### config.mk
export PLATFORM = sky130hd
export DESIGN_NAME = wide_cmp_seq
export DESIGN_NICKNAME = d
export VERILOG_FILES = /design/src/rtl/wide_cmp_pkg.sv /design/src/rtl/nibble_cmp.sv /design/src/rtl/wide_cmp_seq.sv
export SDC_FILE = /design/constraint.sdc
export NUM_CORES = 1
export LEC_CHECK = 0
export BUFFER_PORTS_ARGS = -buffer_cell sky130_fd_sc_hd__buf_2
export CORE_AREA = 2 2 83 53
export CTS_CLUSTER_DIAMETER = 200
export DETAILED_ROUTE_END_ITERATION = 8
export DIE_AREA = 0 0 85 55
export HOLD_SLACK_MARGIN = 0.12
export PLACE_DENSITY = 0.71
export SYNTH_ARGS = -nofsm -noshare
export SYNTH_HDL_FRONTEND = slang
export SYNTH_SLANG_ARGS = --single-unit
### constraint.sdc
create_clock -name clk -period 2.65 [get_ports clk]
set_clock_uncertainty 0.1 [all_clocks]
set_input_delay 0 -clock clk [delete_from_list [all_inputs] [get_ports clk]]
set_output_delay 0 -clock clk [all_outputs]
set_load 0.005 [all_outputs]
### src/rtl/wide_cmp_pkg.sv
// Shared types and result encodings for the word-serial wide comparator.
// Latency: none (declarations only).
// Backpressure: not applicable.
package wide_cmp_pkg;

   typedef enum logic [1:0] {
      S_IDLE = 2'd0,
      S_CMP  = 2'd1,
      S_DONE = 2'd2
   } state_t;

   // One-hot verdicts, bit order {GT, EQ, LT}
   localparam logic [2:0] RES_GT   = 3'b100;
   localparam logic [2:0] RES_EQ   = 3'b010;
   localparam logic [2:0] RES_LT   = 3'b001;
   localparam logic [2:0] RES_NONE = 3'b000;

endpackage

### src/rtl/nibble_cmp.sv
// Combinational 4-bit magnitude compare slice, one-hot gt/eq/lt.
// Latency: zero cycles (pure combinational).
// Backpressure: none; outputs follow inputs.
module nibble_cmp (
   input  logic [3:0] a,
   input  logic [3:0] b,
   output logic       gt,
   output logic       eq,
   output logic       lt
);

   // Unsigned magnitude compare of one nibble pair
   always_comb begin
      gt = (a > b);
      eq = (a == b);
      lt = (a < b);
   end

endmodule

### src/rtl/wide_cmp_seq.sv
// Word-serial wide magnitude comparator, walking MSB nibble to LSB nibble (macro WIDE_CMP_EARLY_EXIT_EN).
// Latency: done d+1 cycles after start (d = first unequal nibble from MSB), or NIBBLES+1 when equal / no early exit.
// Backpressure: start accepted only when in_ready (IDLE); starts while busy are dropped, never queued.
module wide_cmp_seq
   import wide_cmp_pkg::*;
#(
   parameter int NIBBLES = 4
) (
   input  logic                 clk,
   input  logic                 rst,
   input  logic                 start,
   output logic                 in_ready,
   input  logic [4*NIBBLES-1:0] A,
   input  logic [4*NIBBLES-1:0] B,
   output logic                 busy,
   output logic                 done,
   output logic                 Y2,
   output logic                 Y1,
   output logic                 Y0
);

   localparam int W  = 4 * NIBBLES;
   localparam int IW = $clog2(NIBBLES);

   state_t          state;
   logic [W-1:0]    a_q;
   logic [W-1:0]    b_q;
   logic [IW-1:0]   idx;
   logic [2:0]      y_q;
   logic [3:0]      a_nib;
   logic [3:0]      b_nib;
   logic            s_gt;
   logic            s_eq;
   logic            s_lt;
   logic [2:0]      slice_res;
   logic            last_nib;
`ifndef WIDE_CMP_EARLY_EXIT_EN
   // Sticky verdict of the most significant unequal nibble seen so far
   logic [2:0]      verdict_q;
   logic [2:0]      verdict_nxt;
`endif

   // Select the nibble pair currently under compare
   always_comb begin
      a_nib     = a_q[{idx, 2'b00} +: 4];
      b_nib     = b_q[{idx, 2'b00} +: 4];
      slice_res = {s_gt, s_eq, s_lt};
      last_nib  = (idx == '0);
   end

   nibble_cmp u_nibble_cmp (
      .a  (a_nib),
      .b  (b_nib),
      .gt (s_gt),
      .eq (s_eq),
      .lt (s_lt)
   );

`ifndef WIDE_CMP_EARLY_EXIT_EN
   // First unequal nibble wins; lower nibbles only matter while still equal
   always_comb begin
      verdict_nxt = verdict_q;
      if (verdict_q == RES_EQ && !s_eq) begin
         verdict_nxt = slice_res;
      end
   end
`endif

   // Control FSM with operand capture, nibble index and registered outputs
   always_ff @(posedge clk) begin
      if (rst) begin
         state     <= S_IDLE;
         in_ready  <= 1'b1;
         busy      <= 1'b0;
         done      <= 1'b0;
         y_q       <= RES_NONE;
         a_q       <= '0;
         b_q       <= '0;
         idx       <= '0;
`ifndef WIDE_CMP_EARLY_EXIT_EN
         verdict_q <= RES_NONE;
`endif
      end else begin
         case (state)
            S_IDLE: begin
               done <= 1'b0;
               if (start && in_ready) begin
                  a_q      <= A;
                  b_q      <= B;
                  idx      <= IW'(NIBBLES - 1);
                  y_q      <= RES_NONE;
                  state    <= S_CMP;
                  in_ready <= 1'b0;
                  busy     <= 1'b1;
`ifndef WIDE_CMP_EARLY_EXIT_EN
                  verdict_q <= RES_EQ;
`endif
               end
            end
            S_CMP: begin
`ifdef WIDE_CMP_EARLY_EXIT_EN
               if (!s_eq) begin
                  y_q   <= slice_res;
                  state <= S_DONE;
                  done  <= 1'b1;
               end else if (last_nib) begin
                  y_q   <= RES_EQ;
                  state <= S_DONE;
                  done  <= 1'b1;
               end else begin
                  idx <= idx - 1'b1;
               end
`else
               verdict_q <= verdict_nxt;
               if (last_nib) begin
                  y_q   <= verdict_nxt;
                  state <= S_DONE;
                  done  <= 1'b1;
               end else begin
                  idx <= idx - 1'b1;
               end
`endif
            end
            S_DONE: begin
               done     <= 1'b0;
               busy     <= 1'b0;
               in_ready <= 1'b1;
               state    <= S_IDLE;
            end
            default: begin
               done     <= 1'b0;
               busy     <= 1'b0;
               in_ready <= 1'b1;
               state    <= S_IDLE;
            end
         endcase
      end
   end

   assign Y2 = y_q[2];
   assign Y1 = y_q[1];
   assign Y0 = y_q[0];

endmodule

==> impl_metrics.py <==
metrics = {
    "synth": {
        "synth-seq-area-share_pct": 47.9,
        "netlist_area_um2": 1880,
        "synth_fp_nets": 257,
        "ys_ff_latch": 45,
        "synthDistinctLibCells": 28,
        "syn_inst": 217,
        "syn_avg_cell_area_um2": 8.66,
        "yosys_warnings": 0,
    },
    "status": {
        "status": "completed",
    },
    "clock_tree": {
        "clockBufferDepth": 2,
        "cts_made_buffers": 5,
        "cts.sinks": 45,
        "clkLatencyLatePin_ns": 0.30,
        "cts_tree": "done",
        "htreeDepth": 2,
        "path_clk_slew_ns": 0.08,
        "root_buffer": "clkbuf_8",
        "holdBufCountCts": 33,
        "ctsResizeCount": 0,
        "postCtsSetupRepairBufs": 0,
    },
    "setup_path": {
        "slowest_delay_ns": 0.53,
        "crit_required_ns": 2.77,
        "crit_chain": "buf_4, mux4_2, ha_1, and4_1, nor4_1, buf_4, nand2_1, o21ai_0",
        "r2r_slack_ns": 0.24,
        "cp_top_family": "multiplexers",
        "cp_max_fo": 11,
        "cp-start-kind": "register",
        "crit_top_cell": "buf_4",
        "end_kind": "register",
        "rr_startpoint": "idx[0]$_SDFFE_PP0P_",
        "critPathKind": "reg -> reg",
        "reg2reg_depth": 8,
        "crit_slowest_cell": "mux4_2",
        "worst_r2r_endpoint": "y_q[0]$_SDFFE_PP0P_",
        "path_buf_inv": 2,
        "arrival_ns": 2.54,
    },
    "power": {
        "ir_drop_uv": 394,
        "power_switching_mw": 0.417,
        "p_int_mw": 1.13,
        "share_clk_of_total_power_pct": 29.7,
        "powerDensity_nw_per_um2": 607,
        "swShare_pct": 27.0,
        "p_leak_nw": 1.04,
        "pwr-share-seq_pct": 49.4,
        "power_frac_comb_pct": 20.9,
    },
    "sta": {
        "period_share_pct": 91.0,
        "finalHoldViolCount": 0,
        "rsz0062_at_grt": "no",
        "fmax_mhz": 415,
        "min_period_ns": 2.41,
        "setup_viol": 0,
        "final_max_slew_viol_count": 0,
        "tightestPinTransition_ns": 0.738,
        "fin_tns_setup_ns": 0,
        "relSlewSlack_pct": 50.8,
    },
    "cells_and_area": {
        "layout-drive-gt1-share_pct": 21.3,
        "final_area_um2": 2540,
        "antenna_cells": 0,
        "final_cell_mix": "67 x nand2_1, 45 x dfxtp_1, 40 x buf_2",
        "nets": 326,
        "regArea_um2": 901,
        "layout_commonest_cell": "nand2_1",
        "multiInputGateArea_um2": 880,
        "fillCellCount": 333,
        "syn_to_final_growth_pct": 35.1,
    },
    "global_routing": {
        "grt_remaining_overflow": 0,
        "grt_pass1_wl_um": 6780,
        "grt_pass1_vias": 1513,
        "grt.total_usage_pct": 19.3,
        "antenna_found_initial": 0,
        "grt_max_degree": 42,
    },
    "placed_design": {
        "place_area_um2": 2110,
        "hpwl_um": 2700,
        "io_buffer_count": 40,
        "place_congestion": 0.801,
    },
    "floorplanning": {
        "core_um2": 3940,
        "rows": 18,
        "die-area_um2": 4680,
        "die_x_um": 85,
        "die_h_um": 55,
        "io_pins": 41,
        "initial_utilization_pct": 47.7,
    },
    "min_path": {
        "min_from": "rst",
        "holdPathEnd": "state[0]$_SDFFE_PP0P_",
        "hold_depth": 2,
        "min_path_type": "in -> reg",
    },
    "detailed_routing": {
        "drc_errors": 0,
        "ant_nets": 0,
        "drt-pass1-iter-count": 4,
        "num_vias": 1643,
        "vias_per_cell": 4.88,
        "drt_iter0_markers": 87,
        "wirelength_um": 4050,
        "wire_per_inst_um": 12.0,
    },
    "job": {
        "maxCapViolCount": 0,
    },
}
-- sequential cells by signal, summed over array words and instances, names as in the netlist --
name / cells
b_q: 16
y_q: 3
state: 2
verdict_q: 3
a_q: 16
idx: 2
busy: 1
done: 1
in_ready: 1
-- final cells by class --
class,instances,area share [%]
clock buffer,7,3.79
clock inverter,1,0.197
inverter,9,1.33
multi-input combinational,148,34.6
sequential,45,35.5
tap,50,2.46
timing repair buffer,77,22.1
-- synthesized netlist by cell type, drive strengths merged --
master	n	area (um^2)
nor2b	1	6.26
a211o	1	8.76
buf	2	16.3
clkbuf	13	48.8
or4	1	7.51
ha	5	62.6
or3b	1	8.76
nand2	67	251
nor3	3	15.0
a21oi	36	184
nor2	5	18.8
and3	1	6.26
dfxtp	45	901
and4	1	8.76
nand2b	2	12.5
and4bb	1	12.5
nor4	1	6.26
mux4	8	180
a32oi	2	17.5
a211oi	1	7.51
o21ai	5	25.0
inv	9	33.8
o21a	1	7.51
a221oi	2	17.5
nand3	3	15.0
-- through the flow --
| step | util [%] | power (mW) | setup WS [ns] | instances | hold WS, ns |
|---|---|---|---|---|---|
| final | 64.4 | 1.54 | 0.239 | 337 | 0.158 |
| after global routing | 64.4 | 1.63 | 0.0719 | 337 | 0.179 |
| after CTS | 64.4 | 1.55 | 0.221 | 337 | 0.132 |
| after detailed placement | 53.5 | 1.06 | 0.265 | 296 | 0.145 |
| after global placement | 53.5 | 1.06 | 0.326 | 296 | 0.142 |
| after floorplan | - | 0.980 | 0.259 | 217 | 0.0360 |
-- power groups by stage --
stage	Clock, mW	Combinational [mW]	Sequential [mW]
floorplan	0	0.218	0.762
global placement	0	0.282	0.776
detailed placement	0	0.286	0.778
CTS	0.469	0.323	0.762
global route	0.494	0.370	0.769
finish	0.458	0.322	0.762
-- worst reg2reg max path, cell delays in order, from the launching register on --
cell	delay, ns
dfxtp_1	0.31
buf_4	0.21
mux4_2	0.53
ha_1	0.34
and4_1	0.21
nor4_1	0.22
buf_4	0.18
nand2_1	0.06
o21ai_0	0.16
-- logic make-up after synthesis --
group                      after synthesis  share of synthesized area [%]
DFF                                     45                           47.9
buffers and inverters                   24                           5.26
AOI/OAI and AO/OA                       48                           14.2
muxes                                    8                           9.59
adders and majority gates                5                           3.33
and+or+nand+nor                         87                           19.6
-- worst max path at each step --
stage / from / endpoint / slack (ns) / depth (start not counted)
2_1_floorplan: idx[0]$_SDFFE_PP0P_ / y_q[1]$_SDFFE_PP0P_ / 0.26 / 7
3_3_place_gp: idx[0]$_SDFFE_PP0P_ / y_q[1]$_SDFFE_PP0P_ / 0.33 / 7
3_5_place_dp: idx[0]$_SDFFE_PP0P_ / y_q[0]$_SDFFE_PP0P_ / 0.26 / 8
4_1_cts: idx[0]$_SDFFE_PP0P_ / y_q[0]$_SDFFE_PP0P_ / 0.22 / 8
5_1_grt: idx[0]$_SDFFE_PP0P_ / verdict_q[0]$_SDFFE_PP0P_ / 0.07 / 8
6_report: idx[0]$_SDFFE_PP0P_ / y_q[0]$_SDFFE_PP0P_ / 0.24 / 8
-- routing by layer --
metal,wire length [um],part of all wire (%),track usage (%),up-vias
met4,58,1.4,7.94,0
met1,2080,51,24.5,722
met5,0,0,0,-
met2,1730,43,32.2,38
li1,-,-,-,877
met3,187,4.6,5.04,6
No activity file was read; power rests on OpenSTA's default activity.
